--- config.mk ---
export PLATFORM = sky130hd
export DESIGN_NAME = stall_collapse_pipe
export DESIGN_NICKNAME = d
export VERILOG_FILES = /design/src/rtl/stall_collapse_pipe_pkg.sv /design/src/rtl/stall_collapse_ctrl.sv /design/src/rtl/stall_collapse_pipe_chk.sv /design/src/rtl/stall_collapse_pipe.sv
export SDC_FILE = /design/constraint.sdc
export NUM_CORES = 1
export LEC_CHECK = 0
export CAP_MARGIN = 20
export CORE_ASPECT_RATIO = 1.75
export CORE_UTILIZATION = 50
export CTS_CLUSTER_SIZE = 10
export DETAILED_ROUTE_END_ITERATION = 12
export PLACE_DENSITY = 0.78
export SLEW_MARGIN = 5
export SYNTH_ARGS = -nofsm -noshare
export SYNTH_HDL_FRONTEND = slang
export SYNTH_SLANG_ARGS = --single-unit
--- constraint.sdc ---
create_clock -name clk -period 5.1 [get_ports clk]
set_clock_uncertainty 0.15 [all_clocks]
set_input_delay 1.02 -clock clk [delete_from_list [all_inputs] [get_ports clk]]
set_output_delay 1.02 -clock clk [all_outputs]
set_load 0.02 [all_outputs]
--- src/rtl/stall_collapse_pipe_pkg.sv ---
// Shared helpers for the stall-collapse pipeline: occupancy width and popcount.
package stall_collapse_pipe_pkg;

  localparam int unsigned MAX_N = 64;
  localparam int unsigned PC_W  = 7;

  function automatic int unsigned count_width(input int unsigned n);
    return $clog2(n) + 1;
  endfunction

  function automatic logic [PC_W-1:0] popcount(input logic [MAX_N-1:0] vec);
    logic [PC_W-1:0] acc;
    acc = '0;
    for (int i = 0; i < MAX_N; i++) begin
      acc = acc + {{(PC_W-1){1'b0}}, vec[i]};
    end
    return acc;
  endfunction

endpackage

--- src/rtl/stall_collapse_ctrl.sv ---
// Kill / stall / advance chain for an N-stage collapsing pipeline.
// Pure combinational so several payload lanes can share one instance.
module stall_collapse_ctrl #(
  parameter int N = 10
) (
  input  logic                 in_vld,
  input  logic [N-1:1]         vld_r,
  input  logic [N-1:0]         stall_req,
  input  logic                 out_accept,
  input  logic                 flush,
  input  logic [$clog2(N)-1:0] flush_stage,
  output logic                 in_accept,
  output logic [N-2:0]         adv,
  output logic [N-1:1]         vld_w
);

  logic [N-2:0] kill;
  logic [N-2:0] v;
  logic [N-1:0] stall;

  // Kill mask and effective valids; the oldest stage can never be flushed.
  always_comb begin
    kill = '0;
    v    = '0;
    for (int i = 0; i <= N-2; i++) begin
      kill[i] = flush && (int'(flush_stage) >= i);
    end
    v[0] = in_vld & ~kill[0];
    for (int i = 1; i <= N-2; i++) begin
      v[i] = vld_r[i] & ~kill[i];
    end
  end

  // Backward stall chain: an empty (or killed) stage breaks it, letting bubbles collapse.
  always_comb begin
    logic s;
    stall        = '0;
    s            = vld_r[N-1] & (stall_req[N-1] | ~out_accept);
    stall[N-1]   = s;
    for (int i = N-2; i >= 1; i--) begin
      s        = v[i] & (stall_req[i] | s);
      stall[i] = s;
    end
    stall[0] = stall_req[0] | s;
  end

  always_comb begin
    adv   = '0;
    vld_w = '0;
    for (int i = 0; i <= N-2; i++) begin
      adv[i] = v[i] & ~stall[i];
    end
    for (int i = 1; i <= N-1; i++) begin
      vld_w[i] = stall[i] | adv[i-1];
    end
  end

  assign in_accept = ~stall[0];

endmodule

--- src/rtl/stall_collapse_pipe_chk.sv ---
// Protocol and sanity checks for stall_collapse_pipe; simulation-only content.
module stall_collapse_pipe_chk #(
  parameter int N = 10,
  parameter int W = 32
) (
  input logic                 clk,
  input logic                 rst,
  input logic                 flush,
  input logic [$clog2(N)-1:0] flush_stage,
  input logic                 out_vld_r,
  input logic                 out_accept,
  input logic [W-1:0]         out_r,
  input logic [$clog2(N):0]   count_r,
  input logic [N-1:1]         vld_r
);

  a_flush_stage_legal: assert property (@(posedge clk) disable iff (rst)
    flush |-> (int'(flush_stage) <= N-2));

  a_out_stable: assert property (@(posedge clk)
    (!rst && out_vld_r && !out_accept) |=> $stable(out_r));

  a_count_max: assert property (@(posedge clk) disable iff (rst)
    int'(count_r) <= N-1);

  a_vld_known: assert property (@(posedge clk) disable iff (rst)
    !$isunknown(vld_r));

endmodule

--- src/rtl/stall_collapse_pipe.sv ---
// In-order W-bit pipeline of N-1 register stages with collapsing bubbles,
// output backpressure, partial flush, occupancy count and blocked-cycle counter.
module stall_collapse_pipe
  import stall_collapse_pipe_pkg::*;
#(
  parameter int N  = 10,
  parameter int W  = 32,
  parameter int CW = 16
) (
  input  logic                 clk,
  input  logic                 rst,
  input  logic [W-1:0]         in,
  input  logic                 in_vld,
  output logic                 in_accept,
  output logic [W-1:0]         out_r,
  output logic                 out_vld_r,
  input  logic                 out_accept,
  input  logic [N-1:0]         stall_req,
  input  logic                 flush,
  input  logic [$clog2(N)-1:0] flush_stage,
  output logic [$clog2(N):0]   count_r,
  output logic [CW-1:0]        blk_cnt_r,
  input  logic                 cnt_clr
);

  // N is limited to MAX_N by the popcount helper.
  localparam int CNTW = int'(count_width(N));

  logic [N-2:0]     adv;
  logic [N-1:1]     vld_w;
  logic [N-1:1]     vld_r;
  logic [W-1:0]     data_r [1:N-1];
  logic [MAX_N-1:0] pc_vec;
  logic [PC_W-1:0]  pc;

  stall_collapse_ctrl #(.N(N)) u_ctrl (
    .in_vld      (in_vld),
    .vld_r       (vld_r),
    .stall_req   (stall_req),
    .out_accept  (out_accept),
    .flush       (flush),
    .flush_stage (flush_stage),
    .in_accept   (in_accept),
    .adv         (adv),
    .vld_w       (vld_w)
  );

  always_ff @(posedge clk) begin
    if (rst) begin
      vld_r <= '0;
    end else begin
      vld_r <= vld_w;
    end
  end

  // Payload is not reset; it only moves where the ctrl chain says it advances.
  always_ff @(posedge clk) begin
    if (adv[0]) begin
      data_r[1] <= in;
    end
    for (int i = 2; i < N; i++) begin
      if (adv[i-1]) begin
        data_r[i] <= data_r[i-1];
      end
    end
  end

  always_comb begin
    pc_vec        = '0;
    pc_vec[N-2:0] = vld_w;
  end

  assign pc = popcount(pc_vec);

  always_ff @(posedge clk) begin
    if (rst) begin
      count_r <= '0;
    end else begin
      count_r <= pc[CNTW-1:0];
    end
  end

  // Saturating count of cycles where the producer was held off.
  always_ff @(posedge clk) begin
    if (rst) begin
      blk_cnt_r <= '0;
    end else if (cnt_clr) begin
      blk_cnt_r <= '0;
    end else if (in_vld && !in_accept && (blk_cnt_r != {CW{1'b1}})) begin
      blk_cnt_r <= blk_cnt_r + {{(CW-1){1'b0}}, 1'b1};
    end
  end

  assign out_r     = data_r[N-1];
  assign out_vld_r = vld_r[N-1];

  stall_collapse_pipe_chk #(.N(N), .W(W)) u_chk (
    .clk         (clk),
    .rst         (rst),
    .flush       (flush),
    .flush_stage (flush_stage),
    .out_vld_r   (out_vld_r),
    .out_accept  (out_accept),
    .out_r       (out_r),
    .count_r     (count_r),
    .vld_r       (vld_r)
  );

endmodule
==> results of run 1 <==
## sequential cells by signal (all words and copies together) (netlist names)
register,flops
vld_r,9
blk_cnt_r,16
data_r,288
count_r,4
## timing repair
item | 4_1_cts | 5_1_grt
pin swaps | 4 | 7
buffers inserted | 2 | 0
gates cloned | 0 | 0
resized for setup | 1 | 13
setup endpoints to repair | 1 | 2
## critical path: stages
cell	delay, ns
sky130_fd_sc_hd__clkdlybuf4s50_1	0.50
sky130_fd_sc_hd__nand2b_4	0.07
sky130_fd_sc_hd__a2111oi_4	0.38
sky130_fd_sc_hd__a221oi_4	0.07
sky130_fd_sc_hd__and2b_1	0.19
sky130_fd_sc_hd__o21ba_1	0.19
sky130_fd_sc_hd__o21bai_1	0.17
sky130_fd_sc_hd__and2_4	0.18
sky130_fd_sc_hd__fa_1	0.43
sky130_fd_sc_hd__fa_1	0.51
sky130_fd_sc_hd__inv_1	0.05
sky130_fd_sc_hd__fa_1	0.46
sky130_fd_sc_hd__fa_2	0.37
sky130_fd_sc_hd__fa_2	0.52
sky130_fd_sc_hd__nor2b_1	0.12
## cells in the mapped netlist (all sizes together) (2+ instances only)
| cell | number |
|---|---|
| a211oi | 3 |
| a21oi | 20 |
| a31o | 2 |
| a31oi | 4 |
| and2 | 5 |
| and2b | 2 |
| and3 | 4 |
| and4 | 2 |
| buf | 35 |
| clkbuf | 2 |
| dfxtp | 29 |
| edfxtp | 288 |
| fa | 5 |
| ha | 3 |
| inv | 7 |
| mux2i | 2 |
| nand2 | 14 |
| nand3 | 10 |
| nand4 | 9 |
| nor2 | 27 |
| nor2b | 8 |
| nor3 | 5 |
| nor3b | 2 |
| nor4 | 2 |
| o21ai | 8 |
| o21bai | 5 |
| or2 | 3 |
| or3 | 3 |
| xnor2 | 10 |
## area by class of cell
cell class              instances  area, µm²  share of cell area (%)
well taps                     252        315                    2.38
multi-input cells             169       1310                    9.90
clock inverters                 3       40.0                   0.302
repair buffers                143       1350                    10.2
inverters                       7       26.3                   0.198
clock buffers                  48        988                    7.45
flip-flops and latches        317       9230                    69.6
## routing by layer
layer  part of all wire [%]  GRT usage, %
met1                     35          13.6
met2                     57          27.3
met3                    3.0          2.26
met4                    5.1          9.33
met5                      0             0
## final timing paths
| path | start | endpoint | slack [ns] |
|---|---|---|---|
| setup / recovery | out_accept | count_r[1] | 0.15 |
| setup reg to reg | vld_r[9] | count_r[1] | 0.83 |
| hold reg to reg | data_r[0][90] | data_r[0][122] | 0.26 |
| hold / removal | data_r[0][90] | data_r[0][122] | 0.26 |
## through the flow
stage               instances  utilization (%)
floorplan                 530                -
global placement          886             58.1
detailed placement        886             58.1
CTS                       939             63.1
global route              939             63.3
finish                    939             63.3
## placed cells by master, fill, tap and decap left out, types with 10 or more instances in the layout
master,Yosys,final
sky130_fd_sc_hd__edfxtp_1,288,288
sky130_fd_sc_hd__clkdlybuf4s50_1,0,100
sky130_fd_sc_hd__clkbuf_16,0,38
sky130_fd_sc_hd__buf_4,34,38
sky130_fd_sc_hd__dfxtp_1,29,29
sky130_fd_sc_hd__nor2_1,25,24
sky130_fd_sc_hd__nand2_1,13,13
sky130_fd_sc_hd__a21oi_1,11,10
sky130_fd_sc_hd__clkbuf_1,2,10
## kinds of logic (layout without fill, tap and decap cells)
group	count (synthesis)	after routing	synth area share, %
AO/OA/AOI/OAI	50	50	3.63
adder cells (fa/ha/maj)	8	8	1.28
XOR/XNOR	10	10	0.816
multiplexers	2	2	0.187
AND/OR/NAND/NOR	98	98	5.26
buffers and inverters	44	201	2.80
flip-flops	317	317	86.0
other	1	1	0.0349
## report_power, final
group	internal, W	switching (W)	total, W
Sequential	0.00282	0.00000326	0.00282
Combinational	0.0000558	0.0000469	0.000103
Clock	0.00135	0.000902	0.00225
==> results by group, run 1 <==
Clock tree
  – Maximum level of the CTS H-tree: 2
  – Clock insertion delay at the later pin of the skew report: approximately 0.51 ns
  – Clock tree from TritonCTS: done
  – Clock sink total: ~320
  – CTS Hold Bufs: 0
  – Root Driver: sky130_fd_sc_hd__clkbuf_16
  – Clock-pin slew of the registers on the worst-case setup and hold paths: roughly 0.05 ns
  – Cts bufs inserted: 37
  – Buffer depth of the longest clock path: 3

Global routing
  – Remaining global-route overflow: 0
  – Overall fraction of global-route tracks in use: between 10 and 15%
  – Number of global-route vias before repair: 4973
  – Global-route wire length before repair: about 24 mm
  – Antenna violations before repair: 0
  – Maximum number of pins on one net before global-route repair: 33

Floorplan
  – Initial core utilization: 51.3%
  – Total Die Area: approximately 0.022 mm²
  – I/O pin count: between 100 and 150
  – Number of rows in the core area: 70
  – Vertical die dimension: slightly below 200 µm
  – Die X: about 110 µm
  – Placeable Area: between 0.02 and 0.025 mm²

Cells and area
  – Growth of design area from synthesis to finish: 23.6%
  – Net count, final: between 700 and 800
  – Antenna Cells: 0
  – Fraction of layout cells with a size suffix above 1: a little under a fifth
  – Area of all placed cells without fillers: between 0.01 and 0.015 mm²
  – Fill cell instance count of the final layout: 1408

Detailed routing
  – Drt total wl: 15.1 mm
  – Vias after detailed routing: 4715
  – Antenna Violating Nets Remaining: 0
  – First-iteration detailed-routing DRC count: between 150 and 200
  – DRC violation count after routing: 0
  – Detailed-route vias per instance: between 5 and 6
  – Routed length per instance: around 16 µm
  – Pre-Repair DR Iteration Count: 4

Timing
  – Maximum clock frequency: roughly 200 MHz
  – Worst hold margin: ~0.26 ns
  – Accumulated negative setup slack: 0 ns
  – Worst setup margin: 0.155 ns
  – Slew @ Worst Pin: 0.678 ns
  – Total count of max-transition violations in the final report: 0
  – # setup viols final: 0
  – Part of the cycle the worst path needs: between 90% and 100%
  – Headroom to the max-slew limit: 54.7%
  – Final number of hold-violating endpoints: 0
  – Minimum period implied by the final worst setup slack: about 4.9 ns
  – RSZ-0062 raised after global routing: false

Power
  – Peak supply drop: around 0.28 mV
  – Final total power: 0.00517 W
  – Power density normalized to cell area: 390 mW/mm²
  – Leakage power: 4.47 nW

Yosys
  – Flops & latches, synth: approximately 320
  – Post-synth EDFFs: around 290
  – Async set-reset flop share out of synthesis: 0%
  – Top post-synthesis cells by area: sky130_fd_sc_hd__edfxtp_1 81%, sky130_fd_sc_hd__dfxtp_1 5.4%, sky130_fd_sc_hd__buf_4 2.4%
  – Sequential-to-total area share from yosys stat: between 80% and 90%
  – Synthesized netlist net count: 590
  – Synth Cell Area: 0.0107 mm²
  – Number of different library cells in the post-synthesis netlist: 52
  – Post-synth top area share: 80.6%
  – Most common flop cell mapped by yosys: sky130_fd_sc_hd__edfxtp_1
  – Synthesized area divided by synthesized cell count: 20.2 µm²
  – Number of cells produced by synthesis: 530
  – Most area-hungry cell type in the Yosys netlist: sky130_fd_sc_hd__edfxtp_1
  – Syn. warnings: 0

Hold path
  – Worst hold path stage count: 0
  – Kind of path behind the tightest hold check: reg -> reg

Setup path
  – Worst Setup Start Kind: input port
  – Worst Reg2Reg Path Length in Cells: 13
  – Worst setup path category: in -> reg
  – Maximum fanout along the worst path: 3
  – Data arrival, critical path: about 5.2 ns
  – Required time reported for the critical path endpoint: approximately 5.4 ns
  – Kind of capture point of the worst setup path: flop

Placement
  – Weighted congestion at the end of routability-driven global placement: 0.696
  – Worst setup slack before clock tree synthesis: -0.527 ns
  – Placed standard-cell area: between 0.01 and 0.015 mm²
  – IO buf count: 105
  – Post-detail-place hpwl: 9.82 mm

Run
  – Total of max-cap violations: 0

Outcome
  – Result of the run: complete, no violations
Note: power is estimated with default switching activity, not from simulation.
==> run 2, diff against run 1 <==
- ABC_AREA: unset -> 0
- clock period: 5.1 -> 4.3 ns (I/O delays scaled with it)
==> run 2 against run 1 <==
  * Sequential share of layout area down 0.70 points
  * Largest cell class unchanged
  * Sequential power rose by 19%
  * The run now ends with setup timing left
  * Clock-buffer cell count fell by 1
  * Worst setup slack worse by 0.38 ns
  * Sequential cell count did not move
  * Largest power group unchanged
  * Critical path depth increased by 2
  * Via count rose by 1.7%
  * Utilization grew 0.65 points
  * First-iteration DRC count fell by 8.8%
  * Final cell count is 1.3% higher
  * Register-to-register slack lost 0.88 ns
  * Routed wire length up 4.5%
  * Critical endpoint unchanged
==> results by group, run 2 (synthesized netlist as in run 1, its figures left out) <==
Timing
  – Worst hold margin: 0.259 ns (-0.000109 ns)
  – Slew @ Worst Pin: 0.714 ns (+0.0364 ns)
  – Maximum clock frequency: between 200 and 250 MHz
  – # setup viols final: 3 (+3)
  – Final number of hold-violating endpoints: 0 (unchanged)
  – Headroom to the max-slew limit: 52.2% (-2.4 points)
  – Worst setup margin: -0.224 ns (-0.378 ns)
  – RSZ-0062 raised after global routing: true
  – Minimum period implied by the final worst setup slack: around 4.5 ns
  – Total count of max-transition violations in the final report: 0 (unchanged)
  – Part of the cycle the worst path needs: 105%

Global routing
  – GR met2 Demand/Resource: 29.1% (+1.8 points)
  – Met1 Use GR: 14.8% (+1.2 points)
  – Remaining global-route overflow: 0 (unchanged)
  – GR Layer Usage met3: 2.56% (+0.31 points)
  – Global-route layer with the greatest usage: met2
  – Number of global-route vias before repair: 5201 (+4.6%)
  – Overall fraction of global-route tracks in use: 15.2% (+1.1 points)
  – Global-route wire length before repair: 25.5 mm (+6.9%)
  – Maximum number of pins on one net before global-route repair: 33 (unchanged)
  – Antenna violations before repair: 0 (unchanged)

Detailed routing
  – Pre-Repair DR Iteration Count: 4 (unchanged)
  – Vias after detailed routing: 4793 (+1.7%)
  – Drt total wl: 15.8 mm (+4.5%)
  – First-iteration detailed-routing DRC count: 155 (-8.8%)
  – Antenna Violating Nets Remaining: 0 (unchanged)
  – Detailed-route vias per instance: 5.04 (+0.37%)
  – DRC violation count after routing: 0 (unchanged)
  – Routed length per instance: 16.6 µm (+3.2%)

Cells and area
  – Leading cell types in the layout, fill and taps excluded: 288 x sky130_fd_sc_hd__edfxtp_1, 94 x sky130_fd_sc_hd__clkdlybuf4s50_1, 48 x sky130_fd_sc_hd__buf_4
  – Final core utilization: 64.0% (+0.65 points)
  – Fraction of layout cells with a size suffix above 1: 21.7% (+3.7 points)
  – Final instance count without filler cells: 951 (+1.3%)
  – Largest reg by FF count: data_r
  – Fill cell instance count of the final layout: 1418 (+0.71%)
  – Registers with the highest flip-flop counts: data_r: 288 flops, blk_cnt_r: 16 flops, vld_r: 9 flops
  – Growth of design area from synthesis to finish: 24.8%
  – Flip-flop count of the largest register, all copies and words added: 288 (unchanged)
  – Antenna Cells: 0 (unchanged)
  – Net count, final: 748 (+1.8%)
  – Area of all placed cells without fillers: 0.0134 mm² (+1.0%)
  – Most common library cell in the layout ignoring fill and taps: sky130_fd_sc_hd__edfxtp_1

Clock tree
  – Root Driver: sky130_fd_sc_hd__clkbuf_16
  – Clock tree from TritonCTS: done
  – Clock sink total: 317 (unchanged)
  – CTS Hold Bufs: 0 (unchanged)
  – Maximum level of the CTS H-tree: 2 (unchanged)
  – Clock-pin slew of the registers on the worst-case setup and hold paths: 0.05 ns (about the same)
  – Buffer depth of the longest clock path: 3 (unchanged)
  – Cts bufs inserted: 37 (unchanged)
  – Clock insertion delay at the later pin of the skew report: 0.51 ns (about the same)

Setup path
  – Cell chain of the critical path: buf_8, buf_6, o211ai_4, buf_4, nand3_2, nor4_4, a211oi_4, nor2_4, buf_4, nor2_4, fa_1, fa_1, inv_2, fa_1, fa_2, fa_2, nor2b_4
  – Largest stage delay, worst path: 0.56 ns (+0.04 ns)
  – Slowest cell on crit path: sky130_fd_sc_hd__fa_1
  – Worst Setup Start Kind: input port
  – Data arrival, critical path: 4.80 ns (-0.42 ns)
  – Required time reported for the critical path endpoint: 4.58 ns (-0.79 ns)
  – Worst setup path category: in -> reg
  – Kind of capture point of the worst setup path: flop
  – Worst path most repeated cell: sky130_fd_sc_hd__fa_1
  – Maximum fanout along the worst path: 4 (+1)

Placement
  – Cell count after placement: 896 (+1.1%)
  – Post-detail-place hpwl: 10.2 mm (+4.0%)
  – IO buf count: 105 (unchanged)
  – Weighted congestion at the end of routability-driven global placement: 0.688 (-1.1%)
  – Worst setup slack before clock tree synthesis: -1.14 ns (-0.610 ns)
  – Placed standard-cell area: 0.0123 mm² (+0.83%)

Power
  – Peak supply drop: 0.315 mV (+11%)
  – Leakage power: 4.49 nW (+0.47%)
  – Power density normalized to cell area: 458 mW/mm² (+17%)

Hold path
  – Kind of path behind the tightest hold check: reg -> reg

Floorplan
  – Die X: 113 µm (unchanged)
  – Initial core utilization: 51.3% (unchanged)
  – I/O pin count: 107 (unchanged)
  – Number of rows in the core area: 70 (unchanged)
  – Vertical die dimension: 196 µm (unchanged)
  – Placeable Area: 0.0209 mm² (unchanged)
  – Total Die Area: 0.0221 mm² (unchanged)

Run
  – Total of max-cap violations: 0 (unchanged)

Outcome
  – Result of the run: finished, violations left
  – Failing checks: setup timing
## run 2: path summary, 6_finish.rpt
kind	to	start	cells after the start	slack, ns
max	count_r[1]	flush_stage[0]	17	-0.22
min	data_r[0][144]	data_r[0][112]	0	0.26
max reg2reg	count_r[1]	vld_r[9]	14	-0.05
min reg2reg	data_r[0][144]	data_r[0][112]	0	0.26
## run 2: area by class of cell
cell class / instances / area (µm²) / area share (%)
clock buffers: 47 / 985 / 7.35
inverters: 7 / 28.8 / 0.215
clock inverters: 3 / 40.0 / 0.299
well taps: 252 / 315 / 2.35
repair buffers: 156 / 1410 / 10.6
flip-flops and latches: 317 / 9230 / 68.9
multi-input cells: 169 / 1380 / 10.3
## run 2: what timing repair did
action	in CTS	in global routing
setup buffers	4	1
resized for setup	57	7
endpoints found under the hold margin	0	0
pin swaps	22	9
endpoints found under the setup margin	5	4
## run 2: critical path, delay by kind of cell
kind / cells / cell delay (ns)
adder cells (fa/ha/maj): 5 / 2.43
buffers and inverters: 5 / 0.54
AND/OR/NAND/NOR: 5 / 0.67
AO/OA/AOI/OAI: 2 / 0.30
## run 2: where the power goes
| group | internal (W) | switching [W] | total (W) |
|---|---|---|---|
| Clock | 0.00160 | 0.00106 | 0.00266 |
| Combinational | 0.0000711 | 0.0000617 | 0.000133 |
| Sequential | 0.00334 | 0.00000405 | 0.00335 |
## run 2: metal layers
metal | wire (µm) | vias to the layer above | share of wire, %
met3 | 551 | 45 | 3.5
met2 | 9130 | 124 | 58
met5 | 0 | - | 0
met1 | 5340 | 2316 | 34
li1 | - | 2308 | -
met4 | 763 | 0 | 4.8
## run 2: through the flow
stage | total power (W) | setup TNS [ns]
finish | 0.00614 | -0.513
global route | 0.00633 | -1.02
CTS | 0.00621 | -0.578
detailed placement | 0.00353 | -4.02
global placement | 0.00353 | -3.66
floorplan | 0.00344 | -17.62
==> edit 1: new RTL, flow settings as in run 1 <==
`W` is set to 32 in 2 places; all go to 36.
--- a/src/rtl/stall_collapse_pipe_chk.sv
+++ b/src/rtl/stall_collapse_pipe_chk.sv
@@ -2,5 +2,5 @@
 module stall_collapse_pipe_chk #(
   parameter int N = 10,
-  parameter int W = 32
+  parameter int W = 36
 ) (
   input logic                 clk,
--- a/src/rtl/stall_collapse_pipe.sv
+++ b/src/rtl/stall_collapse_pipe.sv
@@ -5,5 +5,5 @@
 #(
   parameter int N  = 10,
-  parameter int W  = 32,
+  parameter int W  = 36,
   parameter int CW = 16
 ) (
Ports: changed (resized in and out_r); port bits go from 107 to 115. No check against the original RTL was run, so the function may have changed too.
==> edit 1 against run 1 <==
- synthesized cell count rose by 7.5%
- clock power rose by 8%
- setup slack lost 0.068 ns
- cell area increased by 9.9%
- total power up 9.8%
- wire length down 2.9%
- area after synthesis is 10% higher
- sequential cell count up 36
- critical path type unchanged
- critical endpoint unchanged
==> edit 1: results (changes against run 1) <==
Global routing
  – Total GRT Usage: 12.4% (-1.8 points)
  – Vias in the first global route: 5060 (+1.7%)
  – Initial antenna violation count: 0 (unchanged)
  – First-pass GRT wire length: 23800 um (-0.55%)
  – Largest net degree at the start of global routing: 37 (+12%)

Layout
  – Antenna fix cells: 0 (unchanged)
  – Largest regs: data_r x324, blk_cnt_r x16, vld_r x9
  – Fillers: 1632 (+16%)
  – Final Net Count: 787 (+7.1%)
  – Fraction of layout cells with a size suffix above 1: 17.6% (-0.46 points)

Setup path
  – Worst path arrival time: 5.29 ns (+0.07 ns)
  – Crit path launch: out_accept
  – Largest fanout on the critical path: 3 (unchanged)
  – FF-to-FF Start: vld_r[9]

Placement
  – IO buf count: 113 (+7.6%)
  – Placed Area: 0.0134 sq mm (+10%)
  – Detailed Place HPWL: 9390 um (-4.3%)
  – RePlAce Congestion: 0.761 (+9.4%)

Power and ir drop
  – Sw frac: 17.9% (-0.48 points)
  – Peak supply drop: 0.240 mV (-15%)
  – Leak: 0.00486 uW (+8.7%)

Routing
  – Vias per inst: 4.86 (-3.2%)
  – Drt initial violations: 253 (+49%)
  – First drt pass iteration count: 5 (+1)
  – Wirelength, routed: 14700 um (-2.9%)

Timing
  – Slew HR: 51.2% (-3.5 points)

Yosys
  – Synth Warn #: 0 (unchanged)
  – Ys async rst share: 0% (unchanged)
  – Synth cell types: 52 (unchanged)
  – Sequential-to-total area share from yosys stat: 87.1% (+1.1 points)
  – Mapped Nets: 634 (+7.5%)
  – Commonest cells in the netlist: edfxtp_1 (324), buf_4 (38), dfxtp_1 (29)
  – Post-synth EDFFs: 324 (+13%)
  – Synth area leaders: edfxtp_1 (82%), dfxtp_1 (4.9%), buf_4 (2.4%)

Clocking
  – # H-tree levels: 2 (unchanged)
  – Clock transition at path regs: 0.05 ns (about the same)
  – Clk buf depth: 3 (unchanged)
  – Root buf cell: clkbuf_16
  – CTS buffer count: 41 (+11%)

Outcome
  – Outcome: complete, no violations

Min path
  – HP Class: reg2reg
  – Min-Delay Startpoint: data_r[0][178]
edit 1: path summary, 6_finish.rpt:
path | cells after the start | slack, ns | end
worst max-delay path | 15 | 0.09 | count_r[1]
worst max register to register | 13 | 0.84 | count_r[1]
worst min-delay path | 0 | 0.26 | data_r[0][214]
worst min register to register | 0 | 0.26 | data_r[0][214]
edit 1: timing repair:
item                                    in CTS  in global routing
gates resized for setup                      8                 10
endpoints found under the setup margin       2                  2
setup buffers                                1                  1
pin swaps                                    3                  6
edit 1: critical path, cell delays in order:
cell and delay [ns]:
clkdlybuf4s50_1 0.51, nand2b_4 0.07, a2111oi_4 0.36, a221oi_2 0.10, and2b_1 0.19, o21ba_1 0.20
o21bai_2 0.20, and2_4 0.18, fa_1 0.42, fa_1 0.53, inv_1 0.05, fa_1 0.46
fa_2 0.37, fa_2 0.52, nor2b_1 0.11
edit 1: final cells by class:
type,instances,share of cell area (%)
Clock buffer,55,7.40
Clock inverter,4,0.343
Inverter,7,0.180
Multi-Input combinational cell,169,9.00
Sequential cell,353,70.7
Tap cell,304,2.61
Timing Repair Buffer,151,9.73
edit 1: cells by family (layout without fill, tap and decap cells):
kind of cell    count (synthesis)  in the layout  share of synthesized area [%]
other cells                     1              1                         0.0317
compound gates                 50             50                           3.29
buf+inv                        48            217                           2.79
xor+xnor                       10             10                          0.740
flops                         353            353                           87.1
fa+ha+maj                       8              8                           1.16
simple gates                   98             98                           4.76
mux                             2              2                          0.169
edit 1: power by group through the flow:
stage               sequential [uW]  combinational [uW]  clock (uW)
floorplan                      3200                32.0           0
global placement               3200                97.3           0
detailed placement             3200                 102           0
CTS                            3140                 105        2500
global route                   3140                 112        2630
finish                         3140                 106        2430
edit 1: per-layer routing:
metal  track usage, %  part of all wire [%]  wire, um  up-vias
li1                 -                     -         -     2449
met1             13.4                    36      5280     2350
met2             21.6                    54      7910      201
met3             2.58                   4.9       719       68
met4             9.20                   5.1       754        0
met5                0                     0         0        -
edit 1: through the flow:
step	hold slack [ns]	utilization [%]	std cells	setup WS, ns	power, uW
CTS	0.262	62.3	1042	0.0000977	5750
detailed placement	0.255	57.3	982	-0.632	3300
floorplan	0.250	-	570	-0.0402	3230
global placement	0.253	57.3	982	-0.407	3300
global route	0.260	62.5	1043	-0.0205	5880
finish	0.259	62.5	1043	0.0873	5680
==> edit 2: new RTL, config.mk and constraints of run 1 <==
Made on the original files. Reset style: asynchronous (`rst`), changed in 3 clocked blocks.
--- a/src/rtl/stall_collapse_pipe.sv
+++ b/src/rtl/stall_collapse_pipe.sv
@@ -46,5 +46,5 @@
   );
 
-  always_ff @(posedge clk) begin
+  always_ff @(posedge clk or posedge rst) begin
     if (rst) begin
       vld_r <= '0;
@@ -73,5 +73,5 @@
   assign pc = popcount(pc_vec);
 
-  always_ff @(posedge clk) begin
+  always_ff @(posedge clk or posedge rst) begin
     if (rst) begin
       count_r <= '0;
@@ -82,5 +82,5 @@
 
   // Saturating count of cycles where the producer was held off.
-  always_ff @(posedge clk) begin
+  always_ff @(posedge clk or posedge rst) begin
     if (rst) begin
       blk_cnt_r <= '0;
Formal check against the unedited RTL: differs if rst is asserted again (counterexample within 4 cycles, from zero or initial values and one cycle with rst high); with rst held inactive, the same outputs for 10 cycles.
==> edit 2 against run 1 <==
- wire length rose by 11%
- cell area grew 1.5%
- setup slack improved by 0.039 ns
- area after synthesis grew 1.7%
- critical endpoint is now count_r[2]
- non-clock buffer count is 1 lower
- via count increased by 1.3%
- highest routed layer unchanged
- sequential cell count unchanged
- total power increased by 1.3%
==> edit 2: results (changes against run 1) <==
Yosys
  – Ys async rst share: 9.15% (+9.1 points)
  – Post-synthesis adder-cell area fraction: 1.26% (-0.021 points)
  – XOR/XNOR Fraction of Synth Area: 0.0803% (-0.74 points)
  – Syn_area_per_cell: 20.4 sq um (+0.54%)
  – Synth area leaders: edfxtp_1 (79%), dfrtp_1 (6.7%), buf_4 (2.3%)
  – Post-synth top flop: edfxtp_1
  – Post-synth EDFFs: 288 (unchanged)
  – Synth cell types: 49 (-5.8%)
  – Sequential-to-total area share from yosys stat: 85.9% (-0.090 points)
  – Mapped Nets: 596 (+1.0%)
  – Commonest cells in the netlist: edfxtp_1 (288), buf_4 (33), dfrtp_1 (29)
  – Compound-Gate Fraction of Synth Area: 3.33% (-0.30 points)
  – Portion of netlist area occupied by mux cells: 1.91% (+1.7 points)
  – Synth Warn #: 0 (unchanged)

Setup path
  – Worst stage delay on the critical path: 0.57 ns (+0.05 ns)
  – FF-to-FF Start: vld_r[9]
  – Slowest-stage cell, CP: clkdlybuf4s50_1
  – R2r setup slk: 1.01 ns (+0.18 ns)
  – R2r endpoint: count_r[2]
  – Largest fanout on the critical path: 5 (+2)
  – Worst R2R Path Depth: 13 (unchanged)

Clocking
  – CTS buffer count: 38 (+2.7%)
  – Clk_lat worst skew: 0.50 ns
  – Root buf cell: clkbuf_16
  – Clk buf depth: 3 (unchanged)
  – Post-CTS setup buffer count: 0 (-2)
  – Clock transition at path regs: 0.05 ns (about the same)
  – # H-tree levels: 2 (unchanged)

Routing
  – First drt pass iteration count: 4 (unchanged)
  – DRC viols: 0 (unchanged)
  – Drt initial violations: 169 (-0.59%)
  – Wire per inst: 17.2 um (+6.6%)
  – Vias per inst: 4.87 (-3.0%)

Placement
  – Detailed Place HPWL: 11300 um (+15%)
  – DP Cell Count: 928 (+4.7%)
  – Pre-CTS WS: -0.614 ns (-0.0871 ns)
  – Placed Area: 0.0123 sq mm (+1.5%)
  – IO buf count: 105 (unchanged)
  – RePlAce Congestion: 0.691 (-0.69%)

Min path
  – Hold depth: 0 (unchanged)
  – HP Class: reg2reg
  – Min-Delay Startpoint: data_r[0][55]
  – WHS Endpoint: data_r[0][87]

Global routing
  – First-pass GRT wire length: 26500 um (+11%)
  – Initial antenna violation count: 0 (unchanged)
  – Largest net degree at the start of global routing: 33 (unchanged)
  – Total GRT Usage: 15.9% (+1.7 points)
  – Vias in the first global route: 5047 (+1.5%)

Outcome
  – Outcome: complete, no violations

Layout
  – Antenna fix cells: 0 (unchanged)
  – Final Net Count: 737 (+0.27%)
  – Fraction of layout cells with a size suffix above 1: 17.9% (-0.20 points)
  – Largest regs: data_r x288, blk_cnt_r x16, vld_r x9
  – Final non-filler cell total: 981 (+4.5%)

Timing
  – Final slew viol count: 0 (unchanged)
  – Slew HR: 57.4% (+2.7 points)

Power and ir drop
  – Leak: 0.00465 uW (+4.0%)
  – Peak supply drop: 0.295 mV (+4.0%)
  – Int Pwr: 4280 uW (+1.3%)
## edit 2: worst max-delay path by stage
stage / start / to / slack (ns)
after floorplan: stall_req[9] / data_r[0][64] / 0.02
after global placement: stall_req[9] / count_r[2] / -0.56
after detailed placement: flush_stage[2] / count_r[2] / -0.61
after CTS: flush_stage[2] / count_r[2] / 0.02
after global routing: flush_stage[3] / count_r[2] / 0.02
final: flush_stage[3] / count_r[2] / 0.19
## edit 2: power groups by stage
stage,Clock (uW),Sequential [uW],Combinational (uW)
detailed placement,0,2890,124
global route,2440,2840,138
CTS,2340,2840,125
global placement,0,2890,122
finish,2270,2840,126
floorplan,0,2890,41.1
## edit 2: final cells by class
cell class / instances / area (sq um)
clock buffer: 48 / 1010
clock inverter: 4 / 48.8
fill: 1472 / 7950
inverter: 8 / 30.0
multi-input combinational: 170 / 1290
sequential: 317 / 9370
tap: 292 / 365
timing repair buffer: 142 / 1340
## edit 2: through the flow
step | TNS (ns) | hold slack (ns)
after global placement | -1.35 | 0.251
after CTS | 0 | 0.260
after detailed placement | -1.51 | 0.255
after floorplan | 0 | 0.250
after global routing | 0 | 0.265
final | 0 | 0.257
## edit 2: repair_timing
| action | CTS | global route |
|---|---|---|
| resized for setup | 2 | 12 |
| hold buffers | 0 | 0 |
| setup endpoints to repair | 1 | 2 |
| cloned | 0 | 0 |
| pin swaps | 0 | 5 |
## edit 2: worst max-delay path, delay by kind of cell
kind                       cells  cell delay, ns
adders and majority gates      5            2.19
AOI/OAI and AO/OA              6            0.94
xor gates and xnor gates       1            0.17
buffers and inverters          3            0.80
## edit 2: routing by layer
metal  share of wire (%)  GRT usage (%)  up-vias
li1                    -              -     2283
met1                  37           17.1     2358
met2                  58           30.6      109
met3                 2.6           2.30       26
met4                 2.7           6.48        0
met5                   0              0        -
## edit 2: cells by family after synthesis
kind of cell	after synthesis
DFF	317
and+or+nand+nor	93
AOI/OAI and AO/OA	51
buffers and inverters	49
muxes	16
adders and majority gates	8
other	1
xor gates and xnor gates	1
